[config.mk]
export PLATFORM = sky130hd
export DESIGN_NAME = sipo_deframer
export DESIGN_NICKNAME = d
export VERILOG_FILES = /design/src/rtl/sipo_deframer_pkg.sv /design/src/rtl/sipo_out_reg.sv /design/src/rtl/sipo_deframer.sv
export SDC_FILE = /design/constraint.sdc
export NUM_CORES = 1
export LEC_CHECK = 0
export BUFFER_PORTS_ARGS = -buffer_cell sky130_fd_sc_hd__buf_2
export CELL_PAD_IN_SITES_DETAIL_PLACEMENT = 1
export CELL_PAD_IN_SITES_GLOBAL_PLACEMENT = 1
export CORE_UTILIZATION = 38
export DETAILED_ROUTE_END_ITERATION = 8
export PLACE_DENSITY_LB_ADDON = 0.1
export RECOVER_POWER = 100
export SLEW_MARGIN = 20
export SYNTH_ARGS = -nofsm -noshare
export SYNTH_HDL_FRONTEND = slang
export SYNTH_HIERARCHICAL = 1
export SYNTH_SLANG_ARGS = --single-unit
[constraint.sdc]
create_clock -name clk -period 1.5 [get_ports clk]
set_input_delay 0.3 -clock clk [delete_from_list [all_inputs] [get_ports clk]]
set_output_delay 0.3 -clock clk [all_outputs]
set_load 0.05 [all_outputs]
[src/rtl/sipo_deframer_pkg.sv]
// Shared definitions for the serial link: default word width and deframer FSM states.
package sipo_deframer_pkg;

  localparam int unsigned SER_WIDTH = 4;

  typedef enum logic {
    ST_IDLE  = 1'b0,
    ST_SHIFT = 1'b1
  } state_e;

endpackage : sipo_deframer_pkg

[src/rtl/sipo_out_reg.sv]
// One-entry valid/ready holding register; a load that arrives while the held
// word is stalled is dropped and reported with a one-cycle drop pulse.
module sipo_out_reg #(
  parameter int unsigned WIDTH = 4
) (
  input  logic             clk,
  input  logic             rst,
  input  logic             load,
  input  logic [WIDTH-1:0] load_data,
  input  logic             out_ready,
  output logic [WIDTH-1:0] out_data,
  output logic             out_valid,
  output logic             drop
);

  logic [WIDTH-1:0] data_q, data_d;
  logic             valid_q, valid_d;
  logic             drop_q, drop_d;

  // A consume and a load on the same edge replace the word with no bubble.
  always_comb begin
    data_d  = data_q;
    valid_d = valid_q;
    drop_d  = 1'b0;
    if (load) begin
      if (valid_q && !out_ready) begin
        drop_d = 1'b1;
      end else begin
        data_d  = load_data;
        valid_d = 1'b1;
      end
    end else if (valid_q && out_ready) begin
      valid_d = 1'b0;
    end
  end

  always_ff @(posedge clk) begin
    if (rst) begin
      data_q  <= '0;
      valid_q <= 1'b0;
      drop_q  <= 1'b0;
    end else begin
      data_q  <= data_d;
      valid_q <= valid_d;
      drop_q  <= drop_d;
    end
  end

  assign out_data  = data_q;
  assign out_valid = valid_q;
  assign drop      = drop_q;

endmodule : sipo_out_reg

[src/rtl/sipo_deframer.sv]
// Serial-to-parallel deframer: assembles shift_en-qualified bits into words,
// hands them to a valid/ready output register and flags overrun/frame errors.
module sipo_deframer
  import sipo_deframer_pkg::*;
#(
  parameter int unsigned WIDTH     = SER_WIDTH,
  parameter bit          MSB_FIRST = 1'b1
) (
  input  logic             clk,
  input  logic             rst,
  input  logic             ser_in,
  input  logic             shift_en,
  output logic [WIDTH-1:0] out_data,
  output logic             out_valid,
  input  logic             out_ready,
  output logic             busy,
  output logic             overrun,
  output logic             frame_err
);

  localparam int unsigned      CNT_W    = $clog2(WIDTH);
  localparam logic [CNT_W-1:0] LAST_CNT = CNT_W'(WIDTH - 1);

  state_e           state_q, state_d;
  logic [CNT_W-1:0] bit_cnt_q, bit_cnt_d;
  logic [WIDTH-1:0] shift_q, shift_d;
  logic             busy_q, busy_d;
  logic             frame_err_q, frame_err_d;
  logic [WIDTH-1:0] shifted_c;
  logic             load_c;

  // Word with the current ser_in bit merged in; on the last bit this is the full word.
  always_comb begin
    if (MSB_FIRST) begin
      shifted_c = {shift_q[WIDTH-2:0], ser_in};
    end else begin
      shifted_c = {ser_in, shift_q[WIDTH-1:1]};
    end
  end

  always_comb begin
    state_d     = state_q;
    bit_cnt_d   = bit_cnt_q;
    shift_d     = shift_q;
    frame_err_d = 1'b0;
    load_c      = 1'b0;
    unique case (state_q)
      ST_IDLE: begin
        if (shift_en) begin
          shift_d   = shifted_c;
          bit_cnt_d = CNT_W'(1);
          state_d   = ST_SHIFT;
        end
      end
      ST_SHIFT: begin
        if (shift_en) begin
          shift_d = shifted_c;
          if (bit_cnt_q == LAST_CNT) begin
            load_c    = 1'b1;
            bit_cnt_d = '0;
          end else begin
            bit_cnt_d = bit_cnt_q + CNT_W'(1);
          end
        end else begin
          // Dropping shift_en mid-word discards the partial; at a word boundary it is a clean stop.
          frame_err_d = (bit_cnt_q != '0);
          bit_cnt_d   = '0;
          shift_d     = '0;
          state_d     = ST_IDLE;
        end
      end
      default: begin
        state_d   = ST_IDLE;
        bit_cnt_d = '0;
        shift_d   = '0;
      end
    endcase
    busy_d = (bit_cnt_d != '0);
  end

  always_ff @(posedge clk) begin
    if (rst) begin
      state_q     <= ST_IDLE;
      bit_cnt_q   <= '0;
      shift_q     <= '0;
      busy_q      <= 1'b0;
      frame_err_q <= 1'b0;
    end else begin
      state_q     <= state_d;
      bit_cnt_q   <= bit_cnt_d;
      shift_q     <= shift_d;
      busy_q      <= busy_d;
      frame_err_q <= frame_err_d;
    end
  end

  sipo_out_reg #(
    .WIDTH (WIDTH)
  ) u_out_reg (
    .clk       (clk),
    .rst       (rst),
    .load      (load_c),
    .load_data (shifted_c),
    .out_ready (out_ready),
    .out_data  (out_data),
    .out_valid (out_valid),
    .drop      (overrun)
  );

  assign busy      = busy_q;
  assign frame_err = frame_err_q;

endmodule : sipo_deframer

# Word-level counts from Yosys, hierarchy flattened

Cells that the tools add are included.

Flip-flop bits (word level): 14

Add/sub/neg operators: 1
Equal/unequal tests: 3
Multiplexer cells: 15
Bitwise operators: 3
Reduce and logical (&&, ||, !) cells: 10

Operators with widths:

| kind                | number |
|---|---|
| $mux 1              | 8 |
| $mux 2              | 3 |
| $mux 3              | 2 |
| $pmux 3 s2          | 1 |
| $reduce_bool 2->1   | 3 |
| $ne 2x2->1 const B  | 2 |
| $pmux 2 s2          | 1 |
| $reduce_and 2->1    | 2 |
| $not 1->1           | 3 |
| $reduce_or 3->1     | 1 |
| $add 2x1->2 const B | 1 |
| $eq 2x2->1 const B  | 1 |
| $logic_and 1x1->1   | 2 |
| $reduce_or 2->1     | 1 |
| $logic_not 1->1     | 1 |

# Longest topological paths before layout

Word-level depth: 6
Gate-level depth with buffers: 4

# Hierarchy

Netlist, hierarchy kept.

By module, submodules not included:

| module        | instances | cells each | area each (sq um) | sequential area each (sq um) |
|---|---|---|---|---|
| sipo_deframer | 1         | 33         | 336.6             | 160.2 |
| sipo_out_reg  | 1         | 23         | 254.0             | 120.1 |

# Least setup slack after synthesis

Ideal clock, no wire load.

Path type: register to register
From: reg bit_cnt_q[0]
To: reg u_out_reg.data_q[0], in the netlist u_out_reg/out_data[0]
Data arrival time: 1.099 ns
Data required time: 1.428 ns
Path slack: 0.329 ns
Cell stages (with the launch flop): 5
Path buffers: 0
Cells stage by stage: dfxtp_1 ha_1 and3_1 a21boi_4 mux2i_1

Longest elaborated chain between the ends: 5

RTL lines:

| what                              | line                | RTL |
|---|---|---|
| start: declaration                | sipo_deframer.sv:25 | `logic [CNT_W-1:0] bit_cnt_q, bit_cnt_d;` |
| start signal: assignment          | sipo_deframer.sv:90 | `bit_cnt_q <= bit_cnt_d;` |
| $eq 2x2->1                        | sipo_deframer.sv:58 | `if (bit_cnt_q == LAST_CNT) begin` |
| $mux 1                            | sipo_deframer.sv:58 |  |
| $mux 1                            | sipo_deframer.sv:56 | `if (shift_en) begin` |
| $mux 1                            | sipo_deframer.sv:47 | `unique case (state_q)` |
| named net load_c                  | sipo_deframer.sv:30 | `logic load_c;` |
| $reduce_and 2->1 (no source line) | --                  |  |
| end signal: assignment            | sipo_out_reg.sv:43  | `data_q <= data_d;` |
| end: declaration                  | sipo_out_reg.sv:16  | `logic [WIDTH-1:0] data_q, data_d;` |

The timed path passes the listed nets, and every way through them passes these cells.
A chain may end at the register's enable or synchronous reset.

# Worst setup path after layout

From: reg frame_err_q, in the netlist frame_err
To: out frame_err

RTL lines:

| what                     | line                | RTL |
|---|---|---|
| start: declaration       | sipo_deframer.sv:28 | `logic frame_err_q, frame_err_d;` |
| start signal: assignment | sipo_deframer.sv:93 | `frame_err_q <= frame_err_d;` |
| end: declaration         | sipo_deframer.sv:18 | `output logic frame_err` |

No word-level cell between the ends.

==> flow_summary.yaml <==
final_layout:
  utilization: 0.495
  syn2layout_area_growth_pct: 14.4
  layout_common_cells: "dfxtp_1, nand2b_1, clkbuf_2"
  drive_gt1_frac: 0.257
  fin_nets: 79
  final_common_cell: "dfxtp_1"
  fin_area_um2: 676
  diodes: 0
grt:
  grt_max_degree: 19
  busiest_layer: "met2"
  gr-usage-met1: 0.195
  grt_pass1_vias: 455
  grtUsageMet2: 0.209
  gr-total-overflow: 0
  gr-usage-met3: 0.0304
  antenna_found_initial: 0
  grt.total_usage: 0.148
  grt_pass1_wl_um: 1930
sta:
  setup_viol: 0
  rsz0062_at_grt: "no"
  report.final.slew_viol_count: 0
  holdWs_ns: 0.291
  max_freq_mhz: 747
  tightest_slew_ns: 0.599
  slew_headroom: 0.601
  layout_worst_path_cycle_share: 0.893
  tns_ns: 0
  fin_skew_ns: 0.00184
  hold_viol_final: 0
  finalCriticalPeriod_ns: 1.34
logic_synthesis:
  syn_area_um2: 591
  syn_area_per_cell_um2: 10.5
  ys_seq_area_frac: 0.475
  ys_types: 23
  synth_nets: 63
  synth_top_area_share: 0.475
  synth_top_cell_by_area: "dfxtp_1"
  synthesis.yosys.warnings: 6
  yosys-top-cells-area: "dfxtp_1, nand2b_1, mux2i_1, ha_1, a21oi_1"
  synth.ff_latch_count: 14
  syn_inst: 56
clock_tree:
  hold_buffers: 0
  cts-buffers-inserted: 3
  tritoncts: "built"
  cts_root_buffer: "clkbuf_4"
  cts_resized: 0
  clockBufferDepth: 2
  cts.sinks: 14
  cts.htree.levels: 1
  clkTransAtPathRegs_ns: 0.08
  worstSkewPairLatency_ns: 0.27
  post_cts_buffers: 0
pwr:
  power_frac_seq: 0.603
  power.leakage_nw: 0.267
  power_mw: 0.644
  p_clk_frac: 0.318
  swShare: 0.234
  combPwrFrac: 0.079
  intPower_mw: 0.493
  vdd_drop_max_v: 0.000352
  p_sw_mw: 0.150
  power_density_nw_per_um2: 953
critical_path:
  crit_family: "buffers and inverters"
  critPathCaptureType: "primary output"
  crit_buf_inv: 1
  arrival_ns: 1.04
  cp_slowest_cell: "clkbuf_1"
  cpPeakStageDelay_ns: 0.45
  cp-start-kind: "flip-flop"
  critPathRequiredTime_ns: 1.20
  worstPathMaxFanout: 1
  worstPathCellList: "clkbuf_1"
  path_class: "flip-flop to primary output"
placed_design:
  post-dp-hpwl_um: 751
  place_congestion: 0.684
  placed_area_um2: 661
  numPortBuffers: 12
floorplanning:
  num_io_pins: 13
  floorplan.initialDensity: 0.432
  die_area_um2: 1720
  die_y_um: 41.4
  fp.dieW_um: 41.4
  core_um2: 1370
  rows: 13
detailed_routing:
  wl_per_cell_um: 12.2
  drtAntennaViolNets: 0
  vias_per_cell: 5.15
  wirelength_um: 1040
  drt-initial-drc-count: 4
  route.detailed.drc: 0
  dr.pass1.iters: 4
  via_count: 438
run_status:
  status: "completed"
min_path:
  hold_class: "input port to flip-flop"
flow_run:
  maxCapViolCount: 0
==> final cells by class <==
type / count / area (um^2)
fillers: 172 / 691
multi-input cells: 37 / 283
flip-flops and latches: 14 / 280
repair buffers: 13 / 60.1
clock buffers: 3 / 22.5
well taps: 15 / 18.8
inverters: 3 / 11.3
==> worst paths after layout <==
kind	start	end	slack, ns	cells past startpoint
min reg2reg	shift_q[0]	shift_q[1]	0.47	2
min	ser_in	shift_q[0]	0.29	3
max	frame_err	frame_err	0.16	1
max reg2reg	bit_cnt_q[0]	u_out_reg/out_data[2]	0.17	4
==> synthesized netlist by cell type <==
master / n
nand2_1: 4
nor2_1: 2
inv_2: 1
and3_1: 1
dfxtp_1: 14
nand4b_1: 1
nor4b_1: 1
buf_6: 1
o21a_1: 1
or3b_1: 2
or4b_4: 1
a21boi_4: 1
nand2b_1: 8
ha_1: 2
a21oi_1: 4
buf_2: 1
mux2i_1: 4
nor3_1: 1
inv_1: 2
and2b_2: 1
or3b_2: 1
o311ai_1: 1
and4bb_2: 1
==> metal layers <==
| metal | vias up | routed length, um |
|---|---|---|
| li1 | 223 | - |
| met1 | 199 | 527 |
| met2 | 12 | 441 |
| met3 | 4 | 42 |
| met4 | 0 | 23 |
| met5 | - | 0 |
==> through the flow <==
step	cells	setup WS, ns
3_3_place_gp	82	0.235
5_1_grt	85	0.0358
4_1_cts	85	0.171
3_5_place_dp	82	0.200
6_report	85	0.161
2_1_floorplan	56	0.329
==> kinds of logic (layout without fill, tap and decap cells) <==
group           after synthesis  in the layout  share of synthesized area
mux                           4              4                     0.0678
fa+ha+maj                     2              2                     0.0424
simple gates                 24             24                      0.275
compound gates                7              7                     0.0932
buf+inv                       5             19                     0.0466
flops                        14             14                      0.475
==> sequential cells by signal, summed over array words and instances, names as in the netlist <==
signal,cells
shift_q,3
bit_cnt_q,2
u_out_reg/out_valid,1
busy,1
state_q,1
u_out_reg/out_data,4
frame_err,1
u_out_reg/drop,1
==> power by group through the flow <==
stage	Combinational (mW)	Clock [mW]	Sequential (mW)
global placement	0.0539	0	0.396
global route	0.0584	0.238	0.390
detailed placement	0.0545	0	0.397
floorplan	0.0293	0	0.405
finish	0.0511	0.205	0.388
CTS	0.0546	0.219	0.388
No activity file was read; power rests on OpenSTA's default activity.
